`src/rtl/depuncturer_if.sv`:
```
// Signal bundle between the depuncturer, the upstream coded-bit source and
// the downstream Viterbi decoder. Clock and reset are kept as plain ports on
// the design itself.
interface depuncturer_if #(
  parameter int CNT_W = 10
);

  logic             Start;
  logic [1:0]       Rate;
  logic [CNT_W-1:0] Num_Pairs;
  logic             In_Data;
  logic             In_Valid;
  logic             In_Ready;
  logic             Out_A;
  logic             Out_B;
  logic             Out_EraseA;
  logic             Out_EraseB;
  logic             Out_Valid;
  logic             Out_Ready;
  logic             Done;

  // Environment side: starts frames, supplies coded bits, accepts pairs.
  modport master (
    output Start, Rate, Num_Pairs, In_Data, In_Valid, Out_Ready,
    input  In_Ready, Out_A, Out_B, Out_EraseA, Out_EraseB, Out_Valid, Done
  );

  // Depuncturer side.
  modport slave (
    input  Start, Rate, Num_Pairs, In_Data, In_Valid, Out_Ready,
    output In_Ready, Out_A, Out_B, Out_EraseA, Out_EraseB, Out_Valid, Done
  );

endinterface

```
`src/rtl/depuncturer.sv`:
```
// 802.11a-style depuncturer. Rebuilds the rate-1/2 (A,B) pair stream from a
// punctured hard-decision bit stream, inserting zero-valued placeholders with
// erase flags at the stolen positions. A frame is a fixed number of pairs
// announced with a single Start pulse; the puncturing pattern always starts
// at phase 0 of the period.
module depuncturer #(
  parameter int CNT_W = 10
) (
  input  logic         Clock,
  input  logic         Reset,
  depuncturer_if.slave bus
);

  typedef enum logic [1:0] {
    IDLE  = 2'd0,
    GET_A = 2'd1,
    GET_B = 2'd2,
    EMIT  = 2'd3
  } state_e;

  // Internal rate code after normalisation: 0 = 1/2, 1 = 2/3, 2 = 3/4.
  localparam logic [1:0] RATE_1_2 = 2'd0;
  localparam logic [1:0] RATE_2_3 = 2'd1;
  localparam logic [1:0] RATE_3_4 = 2'd2;

  localparam logic [CNT_W-1:0] CNT_ONE = {{(CNT_W-1){1'b0}}, 1'b1};

  state_e           state_q, state_d;
  logic [1:0]       rate_q, rate_d;
  logic [CNT_W-1:0] pairs_q, pairs_d;
  logic [CNT_W-1:0] cnt_q, cnt_d;
  logic [1:0]       phase_q, phase_d;
  logic             outA_q, outA_d;
  logic             outB_q, outB_d;
  logic             eraseA_q, eraseA_d;
  logic             eraseB_q, eraseB_d;
  logic             done_q, done_d;

  logic [1:0]       period;
  logic [1:0]       phaseInc;
  logic [1:0]       phaseNext;
  logic             eraseAHere;
  logic             eraseBHere;
  logic             eraseANext;
  logic [CNT_W-1:0] cntInc;
  logic             lastPair;

  // Puncturing pattern decode for the current phase and the phase that follows it.
  always_comb begin
    period = 2'd1;
    case (rate_q)
      RATE_2_3: period = 2'd2;
      RATE_3_4: period = 2'd3;
      default:  period = 2'd1;
    endcase

    phaseInc  = phase_q + 2'd1;
    phaseNext = (phaseInc == period) ? 2'd0 : phaseInc;

    // Phase 1 steals B at 2/3 and 3/4; phase 2 steals A at 3/4.
    eraseBHere = (rate_q != RATE_1_2) && (phase_q == 2'd1);
    eraseAHere = (rate_q == RATE_3_4) && (phase_q == 2'd2);
    eraseANext = (rate_q == RATE_3_4) && (phaseNext == 2'd2);

    cntInc   = cnt_q + CNT_ONE;
    lastPair = (cntInc == pairs_q);
  end

  // Next-state and registered-output logic; registers hold unless a handshake fires.
  always_comb begin
    state_d  = state_q;
    rate_d   = rate_q;
    pairs_d  = pairs_q;
    cnt_d    = cnt_q;
    phase_d  = phase_q;
    outA_d   = outA_q;
    outB_d   = outB_q;
    eraseA_d = eraseA_q;
    eraseB_d = eraseB_q;
    done_d   = 1'b0;

    case (state_q)
      IDLE: begin
        // In_Ready is low here, so a stale In_Valid alongside Start is never taken.
        if (bus.Start) begin
          rate_d  = (bus.Rate == 2'd3) ? RATE_1_2 : bus.Rate;
          pairs_d = (bus.Num_Pairs == '0) ? CNT_ONE : bus.Num_Pairs;
          cnt_d   = '0;
          phase_d = 2'd0;
          state_d = GET_A;
        end
      end

      GET_A: begin
        if (bus.In_Valid) begin
          outA_d   = bus.In_Data;
          eraseA_d = 1'b0;
          if (eraseBHere) begin
            outB_d   = 1'b0;
            eraseB_d = 1'b1;
            state_d  = EMIT;
          end else begin
            state_d  = GET_B;
          end
        end
      end

      GET_B: begin
        if (bus.In_Valid) begin
          outB_d   = bus.In_Data;
          eraseB_d = 1'b0;
          // Only reached without a GET_A when A is stolen in this phase.
          if (eraseAHere) begin
            outA_d   = 1'b0;
            eraseA_d = 1'b1;
          end
          state_d  = EMIT;
        end
      end

      EMIT: begin
        if (bus.Out_Ready) begin
          cnt_d   = cntInc;
          phase_d = phaseNext;
          if (lastPair) begin
            done_d  = 1'b1;
            state_d = IDLE;
          end else if (eraseANext) begin
            state_d = GET_B;
          end else begin
            state_d = GET_A;
          end
        end
      end

      default: state_d = IDLE;
    endcase
  end

  // State and datapath registers with synchronous active-low reset.
  always_ff @(posedge Clock) begin
    if (!Reset) begin
      state_q  <= IDLE;
      rate_q   <= 2'd0;
      pairs_q  <= '0;
      cnt_q    <= '0;
      phase_q  <= 2'd0;
      outA_q   <= 1'b0;
      outB_q   <= 1'b0;
      eraseA_q <= 1'b0;
      eraseB_q <= 1'b0;
      done_q   <= 1'b0;
    end else begin
      state_q  <= state_d;
      rate_q   <= rate_d;
      pairs_q  <= pairs_d;
      cnt_q    <= cnt_d;
      phase_q  <= phase_d;
      outA_q   <= outA_d;
      outB_q   <= outB_d;
      eraseA_q <= eraseA_d;
      eraseB_q <= eraseB_d;
      done_q   <= done_d;
    end
  end

  assign bus.In_Ready   = (state_q == GET_A) || (state_q == GET_B);
  assign bus.Out_Valid  = (state_q == EMIT);
  assign bus.Out_A      = outA_q;
  assign bus.Out_B      = outB_q;
  assign bus.Out_EraseA = eraseA_q;
  assign bus.Out_EraseB = eraseB_q;
  assign bus.Done       = done_q;

endmodule

```
`src/flat_wrapper.sv`:
```
// flat-port wrapper written by rule: the top's interface ports become plain ports
module depuncturer_flat 
#(
  parameter int CNT_W = 10
)
  (Clock, Reset, bus_Start, bus_Rate, bus_Num_Pairs, bus_In_Data, bus_In_Valid, bus_Out_Ready, bus_In_Ready, bus_Out_A, bus_Out_B, bus_Out_EraseA, bus_Out_EraseB, bus_Out_Valid, bus_Done);
  depuncturer_if #(.CNT_W(CNT_W)) bus_i ();
  input  logic Clock;
  input  logic Reset;
  input wire logic [$bits(bus_i.Start)-1:0] bus_Start;
  input wire logic [$bits(bus_i.Rate)-1:0] bus_Rate;
  input wire logic [$bits(bus_i.Num_Pairs)-1:0] bus_Num_Pairs;
  input wire logic [$bits(bus_i.In_Data)-1:0] bus_In_Data;
  input wire logic [$bits(bus_i.In_Valid)-1:0] bus_In_Valid;
  input wire logic [$bits(bus_i.Out_Ready)-1:0] bus_Out_Ready;
  output wire logic [$bits(bus_i.In_Ready)-1:0] bus_In_Ready;
  output wire logic [$bits(bus_i.Out_A)-1:0] bus_Out_A;
  output wire logic [$bits(bus_i.Out_B)-1:0] bus_Out_B;
  output wire logic [$bits(bus_i.Out_EraseA)-1:0] bus_Out_EraseA;
  output wire logic [$bits(bus_i.Out_EraseB)-1:0] bus_Out_EraseB;
  output wire logic [$bits(bus_i.Out_Valid)-1:0] bus_Out_Valid;
  output wire logic [$bits(bus_i.Done)-1:0] bus_Done;
  assign bus_i.Start = bus_Start;
  assign bus_i.Rate = bus_Rate;
  assign bus_i.Num_Pairs = bus_Num_Pairs;
  assign bus_i.In_Data = bus_In_Data;
  assign bus_i.In_Valid = bus_In_Valid;
  assign bus_i.Out_Ready = bus_Out_Ready;
  assign bus_In_Ready = bus_i.In_Ready;
  assign bus_Out_A = bus_i.Out_A;
  assign bus_Out_B = bus_i.Out_B;
  assign bus_Out_EraseA = bus_i.Out_EraseA;
  assign bus_Out_EraseB = bus_i.Out_EraseB;
  assign bus_Out_Valid = bus_i.Out_Valid;
  assign bus_Done = bus_i.Done;
  depuncturer #(.CNT_W(CNT_W)) u_core (.Clock(Clock), .Reset(Reset), .bus(bus_i));
endmodule
```
`config.mk`:
```
export PLATFORM = sky130hd
export DESIGN_NAME = depuncturer_flat
export DESIGN_NICKNAME = d
export VERILOG_FILES = /design/src/rtl/depuncturer_if.sv /design/src/rtl/depuncturer.sv /design/src/flat_wrapper.sv
export SDC_FILE = /design/constraint.sdc
export NUM_CORES = 1
export LEC_CHECK = 0
export CORE_UTILIZATION = 40
export DETAILED_ROUTE_END_ITERATION = 12
export SYNTH_ARGS = -nofsm -noshare
export SYNTH_HDL_FRONTEND = slang
export SYNTH_SLANG_ARGS = --single-unit
```
`constraint.sdc`:
```
create_clock -name Clock -period 2.3 [get_ports Clock]
set_clock_uncertainty 0.15 [all_clocks]
set_input_delay 0.46 -clock Clock [delete_from_list [all_inputs] [get_ports Clock]]
set_output_delay 0.46 -clock Clock [all_outputs]
set_load 0.01 [all_outputs]
```
==> impl_metrics.env <==
export IMPL_status="completed"
export IMPL_regArea_um2=620.6
export IMPL_ctsHoldBuffers=0
export IMPL_worst_pin_slew_ps=466.5
export IMPL_hold_viol=0
export IMPL_grt_max_degree=17
export IMPL_die_area_um2=5247
export IMPL_critPathLaunchType="flop"
export IMPL_cp_end_kind="output port"
export IMPL_root_buffer="clkbuf_8"
export IMPL_instances_no_fill=339
export IMPL_syn_area_per_cell_um2=8.200
export IMPL_viasPerCell=5.071
export IMPL_fin_util=0.5053
export IMPL_critPathSlowestCell="clkdlybuf4s50_1"
export IMPL_chipWidth_um=72.44
export IMPL_finalSetupTns_ps=0
export IMPL_power_leakage_uw=0.0009244
export IMPL_reg2reg_to="u_core.cnt_q[8]"
export IMPL_synth_seq_cells=31
export IMPL_dp_hpwl_um=3308
export IMPL_setup_viol=0
export IMPL_area_growth_pct=21.06
export IMPL_cts_buffer_depth=2
export IMPL_gp_congestion=0.7862
export IMPL_syn_instance_count=242
export IMPL_grt_pass1_vias=1607
export IMPL_multi_input_comb_area_um2=1260
export IMPL_period_share=0.9621
export IMPL_synthArstFlopShare=0
export IMPL_n_fill_cell=491
export IMPL_path_clk_slew_ps=60
export IMPL_boundaryPins=25
export IMPL_seq_area_frac_synth=0.3127
export IMPL_yosys_most_used_dff="dfxtp_1"
export IMPL_antenna_left=0
export IMPL_path_max_fanout=5
export IMPL_timing_fmax_mhz=451.9
export IMPL_fin_crit_ps=2213
export IMPL_drt_wl_total_um=4408
export IMPL_crit_arrival_ps=1600
export IMPL_cts_tree="built"
export IMPL_ir_drop_mv=0.3958
export IMPL_worstSkewPairLatency_ps=280
export IMPL_num_rows=25
export IMPL_maxCapViolCount=0
export IMPL_initial_utilization=0.4174
export IMPL_hold_path_end="u_core.pairs_q[9]"
export IMPL_dpl_cell_count=331
export IMPL_rr_startpoint="u_core.state_q[0]"
export IMPL_antenna_found_initial=0
export IMPL_min_from="u_core.pairs_q[9]"
export IMPL_min_path_type="reg -> reg"
export IMPL_core_area_um2=4755
export IMPL_die_y_um=72.44
export IMPL_netlist_area_um2=1984
export IMPL_grt_first_pass_wirelength_um=7555
export IMPL_h_tree_depth=2
export IMPL_min_path_cells=2
export IMPL_vias=1719
export IMPL_layout_drive_gt1_share=0.1176
export IMPL_syn_num_nets=270
export IMPL_slew_viol_final=0
export IMPL_yosys_cell_types_count=55
export IMPL_total_power_uw=1794
export IMPL_synth_edf_count=0
export IMPL_rr_worst_depth=7
export IMPL_crit_type="reg -> out"
export IMPL_powerDensity_nw_per_um2=746.6
export IMPL_cp_required_ps=1690
export IMPL_port_buffer_count=24
export IMPL_grtUsageTotal=0.1882
export IMPL_final_cell_mix="nand2_1 (31), dfxtp_1 (31), clkdlybuf4s50_1 (24)"
export IMPL_hold_ws_ps=326.7
export IMPL_drt_initial_drc_count=109
export IMPL_drc=0
export IMPL_cp_cell_sequence="inv_1 > ha_1 > clkdlybuf4s50_1"
export IMPL_rrSetupSlack_ps=230
export IMPL_slew_headroom=0.6890
export IMPL_antenna_cells=0
export IMPL_num_nets_final=299
export IMPL_drt_pass1_iter_count=4
export IMPL_cts_sinks=31
export IMPL_cts_made_buffers=5
export IMPL_globalRouteOverflowTotal=0
export IMPL_yosys_warnings=0
export IMPL_wl_per_cell_um=13.00
export IMPL_slowest_delay_ps=530
## repair_timing
action,CTS,global route
gates resized for setup,0,1
endpoints found under the setup margin,0,1
setup buffers,0,0
## report_power, final
group	internal, µW	switching (µW)
combinational	356	373
sequential	598	49.1
clock	212	205
total	1170	627
## final cells by class
class / instances / area share
repair buffers: 34 / 0.1313
flip-flops and latches: 31 / 0.2583
clock buffers: 7 / 0.03177
multi-input cells: 188 / 0.5245
well taps: 67 / 0.03490
clock inverters: 1 / 0.002083
inverters: 11 / 0.01719
## Yosys cell counts (2+ instances only)
cell	count	area, µm²
a211oi_1	3	22.52
dfxtp_1	31	620.6
nand2_1	31	116.4
ha_1	10	125.1
a22oi_1	2	15.01
a21o_1	2	15.01
nand4b_1	2	17.52
buf_2	4	20.02
nor2b_1	10	62.56
o22ai_1	2	12.51
nor2_1	13	48.80
or3_1	3	18.77
inv_1	11	41.29
nor3_1	3	15.01
nor4_1	2	12.51
buf_4	2	15.01
and2_1	5	31.28
clkbuf_1	5	18.77
nand3_1	5	25.02
a21oi_1	10	50.05
nand3b_1	5	37.54
a21boi_0	17	127.6
and3_2	3	22.52
o21bai_1	2	15.01
o21ai_0	9	45.04
xnor2_1	6	52.55
xor2_1	9	78.83
o221a_2	2	22.52
a31oi_1	4	25.02
and3_1	4	25.02
## logic make-up after synthesis
| kind of cell | count (synthesis) | share of synthesized area |
|---|---|---|
| buffers and inverters | 23 | 0.05359 |
| adder cells (fa/ha/maj) | 10 | 0.06305 |
| AO/OA/AOI/OAI | 64 | 0.2314 |
| XOR/XNOR | 15 | 0.06621 |
| flip-flops | 31 | 0.3127 |
| AND/OR/NAND/NOR | 98 | 0.2680 |
| multiplexers | 1 | 0.005044 |
## per-layer routing
layer	track usage	part of all wire	vias to the layer above
li1	-	-	908
met1	0.2639	0.52	784
met2	0.2752	0.43	21
met3	0.04444	0.033	6
met4	0.07843	0.016	0
met5	0	0	-
## state kept, by name, summed over array words and instances, names as in the netlist
signal and cells:
u_core.rate_q 2, u_core.bus.Out_EraseB 1, u_core.bus.Out_A 1, u_core.phase_q 2, u_core.cnt_q 10, u_core.pairs_q 10, u_core.state_q 2, u_core.bus.Out_B 1
u_core.bus.Done 1, u_core.bus.Out_EraseA 1
## through the flow
step                area (µm²)  setup WS [ps]
CTS                       2400          77.28
finish                    2402          87.23
global placement          2318          113.3
global route              2402         -8.316
floorplan                 1984          384.3
detailed placement        2318          98.40
## critical path, delay by kind of cell (launching register included)
kind / cells / cell delay [ps]
buf+inv: 2 / 620
flops: 1 / 410
fa+ha+maj: 1 / 290
## worst max-delay path by stage
stage	endpoint	slack, ps	startpoint	cells after the start
finish	bus_In_Ready	90	u_core.state_q[0]	3
global route	bus_In_Ready	-8	u_core.state_q[0]	3
CTS	bus_Out_Valid	80	u_core.state_q[1]	3
detailed placement	u_core.cnt_q[2]	100	bus_Out_Ready	6
global placement	u_core.cnt_q[6]	110	bus_Out_Ready	6
floorplan	u_core.state_q[1]	380	u_core.state_q[0]	7
Note: power is estimated with default switching activity, not from simulation.
==> patch 1: new RTL, same flow settings <==
`CNT_W` is set to 10 in 3 places; all go to 5.
--- a/src/rtl/depuncturer_if.sv
+++ b/src/rtl/depuncturer_if.sv
@@ -2,7 +2,7 @@
 // the downstream Viterbi decoder. Clock and reset are kept as plain ports on
 // the design itself.
 interface depuncturer_if #(
-  parameter int CNT_W = 10
+  parameter int CNT_W = 5
 );
 
   logic             Start;
--- a/src/rtl/depuncturer.sv
+++ b/src/rtl/depuncturer.sv
@@ -4,7 +4,7 @@
 // announced with a single Start pulse; the puncturing pattern always starts
 // at phase 0 of the period.
 module depuncturer #(
-  parameter int CNT_W = 10
+  parameter int CNT_W = 5
 ) (
   input  logic         Clock,
   input  logic         Reset,
--- a/src/flat_wrapper.sv
+++ b/src/flat_wrapper.sv
@@ -1,7 +1,7 @@
 // flat-port wrapper written by rule: the top's interface ports become plain ports
 module depuncturer_flat 
 #(
-  parameter int CNT_W = 10
+  parameter int CNT_W = 5
 )
   (Clock, Reset, bus_Start, bus_Rate, bus_Num_Pairs, bus_In_Data, bus_In_Valid, bus_Out_Ready, bus_In_Ready, bus_Out_A, bus_Out_B, bus_Out_EraseA, bus_Out_EraseB, bus_Out_Valid, bus_Done);
   depuncturer_if #(.CNT_W(CNT_W)) bus_i ();
Interface: changed (resized bus_Num_Pairs); port bits go from 25 to 20. No check against the original RTL was run, so the function may have changed too.
==> patch 1 against the original RTL <==
Area after synthesis shrank 35%; sequential power decreased by 29%; power decreased by 35%; worst setup slack gained 0.010 ns; worst hold slack gained 0.0055 ns; wire length down 39%; critical path depth is the same; clock power fell by 53%; cell count fell by 35%; sequential cell count is 10 lower; cell area fell by 34%.
==> patch 1: results <==
metrics = {
    "synthesis": {
        "syn_nets": 174,
        "yosys-top-cells-area": "dfxtp_1 (33%), ha_1 (9.7%), nand2_1 (5.5%)",
        "synth-adder-area-share": 0.0971,
        "syn_area_per_cell_um2": 8.53,
        "ys_async_sr_fraction": 0,
        "ys_seq_area_frac": 0.326,
        "synthTopCellsByCount": "dfxtp_1 (21), nand2_1 (19), o21ai_0 (11), ha_1 (10)",
        "ys_warn_count": 0,
        "synth_mux_area_frac": 0,
        "synth-compound-area-share": 0.228,
        "synth_cell_types": 44,
        "post_synth_xor_area_fraction": 0.0544,
    },
    "place": {
        "gp_congestion": 0.813,
        "place_ws_ns": 0.0450,
        "placement.io_buffers": 19,
        "dp_hpwl_um": 2120,
        "place_area_um2": 1550,
    },
    "clock_network": {
        "cts_made_buffers": 3,
        "post-cts-setup-buffers": 0,
        "clkTransAtPathRegs_ns": 0.13,
        "cts_buffer_depth": 2,
        "clock_latency_ns": 0.32,
        "cts_resized": 1,
        "htree_num_levels": 1,
        "clock-root-buffer": "clkbuf_4",
    },
    "run_status": {
        "status": "completed",
    },
    "cells_and_area": {
        "syn_to_final_growth_pct": 22.9,
        "fin_cells": 219,
        "n_fill_cell": 312,
        "antenna_cells": 0,
        "fin_nets": 199,
        "drive_gt1_frac": 0.109,
        "reg.largest.list": "u_core.cnt_q x5, u_core.pairs_q x5",
    },
    "global_route": {
        "grt_remaining_overflow": 0,
        "grt_usage": 0.176,
        "grt_max_degree": 13,
        "grt_pass1_wl_um": 4600,
        "antenna_found_initial": 0,
    },
    "drt": {
        "drt_iter0_markers": 24,
        "drc": 0,
        "via_count": 1124,
        "drtPass1Iterations": 4,
        "wl_per_cell_um": 12.3,
    },
    "timing": {
        "maxSlewHeadroom": 0.593,
    },
    "critical_path": {
        "critPathArrivalTime_ns": 1.59,
        "critPathMaxFanout": 6,
        "crit_family": "buffers and inverters",
        "slowest_stage": "clkdlybuf4s50_1",
        "critical-path-max-stage-delay_ns": 0.52,
    },
    "pwr": {
        "p_leak_nw": 0.572,
        "netSwitchingFraction": 0.385,
        "vdd_ir_drop_max_v": 0.000357,
    },
    "hold_path": {
        "hold_class": "reg2reg",
    },
    "run": {
        "drv_cap": 0,
    },
}
## patch 1: cell count changes after synthesis, moves of 4 or more
cell      change
a21boi_0      -8
a21oi_1       -9
and3_1        -4
dfxtp_1      -10
nand2_1      -12
nor2_1        -6
nor2b_1       -4
xor2_1        -6
## patch 1: logic make-up after synthesis
logic type | count (synthesis)
buffers and inverters | 14
adders and majority gates | 10
xor gates and xnor gates | 8
AOI/OAI and AO/OA | 40
and+or+nand+nor | 58
DFF | 21
## patch 1: layout make-up
| cell class | count | area share |
|---|---|---|
| Inverter | 9 | 0.0213 |
| Multi-Input combinational cell | 116 | 0.511 |
| Clock buffer | 3 | 0.0142 |
| Tap cell | 44 | 0.0348 |
| Clock inverter | 1 | 0.00316 |
| Sequential cell | 21 | 0.267 |
| Timing Repair Buffer | 25 | 0.148 |
## patch 1: path summary, 6_finish.rpt
check / start / cells past startpoint / end / slack (ns)
worst max register to register: u_core.state_q[0] / 6 / u_core.state_q[1] / 0.18
worst max-delay path: u_core.state_q[0] / 3 / bus_In_Ready / 0.1
worst min-delay path: u_core.bus.Out_EraseB / 2 / u_core.bus.Out_EraseB / 0.33
worst min register to register: u_core.bus.Out_EraseB / 2 / u_core.bus.Out_EraseB / 0.33
## patch 1: power groups by stage
stage | Combinational, mW | Sequential, mW | Clock (mW)
6_report | 0.517 | 0.458 | 0.194
5_1_grt | 0.583 | 0.467 | 0.219
4_1_cts | 0.523 | 0.454 | 0.199
3_5_place_dp | 0.517 | 0.462 | 0
3_3_place_gp | 0.504 | 0.459 | 0
2_1_floorplan | 0.365 | 0.452 | 0
## patch 1: metal layers
layer,routed length [um],GRT usage,vias to the layer above
met4,40,0.0646,0
met2,1280,0.297,19
met3,81,0.0308,5
met1,1280,0.224,515
li1,-,-,585
met5,0,0,-
==> patch 2: new RTL, config.mk and constraints unchanged <==
Without the edit above. Reset style: asynchronous (`Reset`), changed in one clocked block. Comments in the files are not updated.
--- a/src/rtl/depuncturer.sv
+++ b/src/rtl/depuncturer.sv
@@ -138,7 +138,7 @@
   end
 
   // State and datapath registers with synchronous active-low reset.
-  always_ff @(posedge Clock) begin
+  always_ff @(posedge Clock or negedge Reset) begin
     if (!Reset) begin
       state_q  <= IDLE;
       rate_q   <= 2'd0;
Formal check against the unedited RTL: differs if Reset is asserted again (counterexample within 4 cycles, from zero or initial values and one cycle with Reset low); with Reset held inactive, the same outputs for 10 cycles.
==> patch 2 against the original RTL <==
Maximum frequency is 0.88% lower; combinational power grew 73%; sequential share of layout area rose by 7.1 points; sequential cell count unchanged; power rose by 45%; critical path depth is the same; worst setup slack got worse by 0.020 ns; area after synthesis decreased by 4.1%; cell area fell by 2.1%; wire length decreased by 8.9%; die area is 4.0% lower; cell count is 14% lower; sequential power is 38% higher; largest power group unchanged.
==> patch 2: results <==
metrics = {
    "cells_and_area": {
        "multi_input_gates": 156,
        "n_fill_cell": 443,
        "syn_to_final_growth_pct": 23.6,
        "fin_nets": 266,
        "drive_gt1_frac": 0.159,
        "sh_seq_area": 0.330,
        "multiInputGateArea_um2": 1070,
        "n_clock_buffer": 5,
        "fin_cells": 291,
        "signal_buffer_area_fraction": 0.137,
        "inv_count": 9,
    },
    "global_route": {
        "grt_max_degree": 32,
        "grt_pass1_wl_um": 6920,
        "first_global_vias": 1442,
        "grt_use_met1": 0.254,
    },
    "pwr": {
        "p_leak_nw": 1.01,
        "vdd_ir_drop_max_v": 0.000591,
        "p_sw_mw": 1.04,
        "netSwitchingFraction": 0.402,
        "pg_seq_mw": 0.896,
    },
    "place": {
        "place_ws_ns": -0.0684,
        "gp_congestion": 0.772,
    },
    "synthesis": {
        "synth-adder-area-share": 0.0657,
        "synth_mux_area_frac": 0.0697,
        "synth_flop_cell": "dfrtp_1",
        "ys_async_sr_fraction": 1.00,
        "synth_cell_types": 42,
        "mappedNetlistArea_um2": 1900,
        "yosys-top-cells-area": "dfrtp_1 (41%), ha_1 (6.6%), o21ai_0 (6.0%)",
        "synthTopCellsByCount": "dfrtp_1 (31), nand2_1 (25), o21ai_0 (23), nor2_1 (11)",
        "syn_area_per_cell_um2": 9.28,
    },
    "drt": {
        "wl_met2_um": 1720,
        "wl_per_cell_um": 13.8,
        "dr_wl_met3_um": 116,
        "wl_met1_um": 2110,
        "via_count": 1525,
        "drt_iter0_markers": 66,
    },
    "run_status": {
        "status": "completed",
    },
    "critical_path": {
        "critPathMaxFanout": 6,
        "critPathArrivalTime_ns": 1.62,
        "cp-startpoint": "u_core.state_q[1]",
    },
    "hold_path": {
        "min_path_cells": 1,
    },
}
-- patch 2: changes by cell type after synthesis, moves of 5 or more --
cell,before,now
dfrtp_1,0,31
dfxtp_1,31,0
a21boi_0,17,1
o21ai_0,9,23
mux2_2,0,10
nor2b_1,10,2
nand2_1,31,25
nand3b_1,5,0
-- patch 2: worst paths after layout --
path / to / slack, ns
worst max-delay path: bus_In_Ready / 0.07
worst min-delay path: u_core.bus.Out_B / 0.35
worst max register to register: u_core.state_q[0] / 0.13
worst min register to register: u_core.bus.Out_B / 0.35
max in group asynchronous: u_core.pairs_q[1] / 1.30
min in group asynchronous: u_core.bus.Out_EraseA / 0.41
-- patch 2: cells by family after synthesis --
group                    after synthesis
flip-flops                            31
AO/OA/AOI/OAI                         54
buffers and inverters                 18
XOR/XNOR                              15
multiplexers                          12
AND/OR/NAND/NOR                       65
adder cells (fa/ha/maj)               10
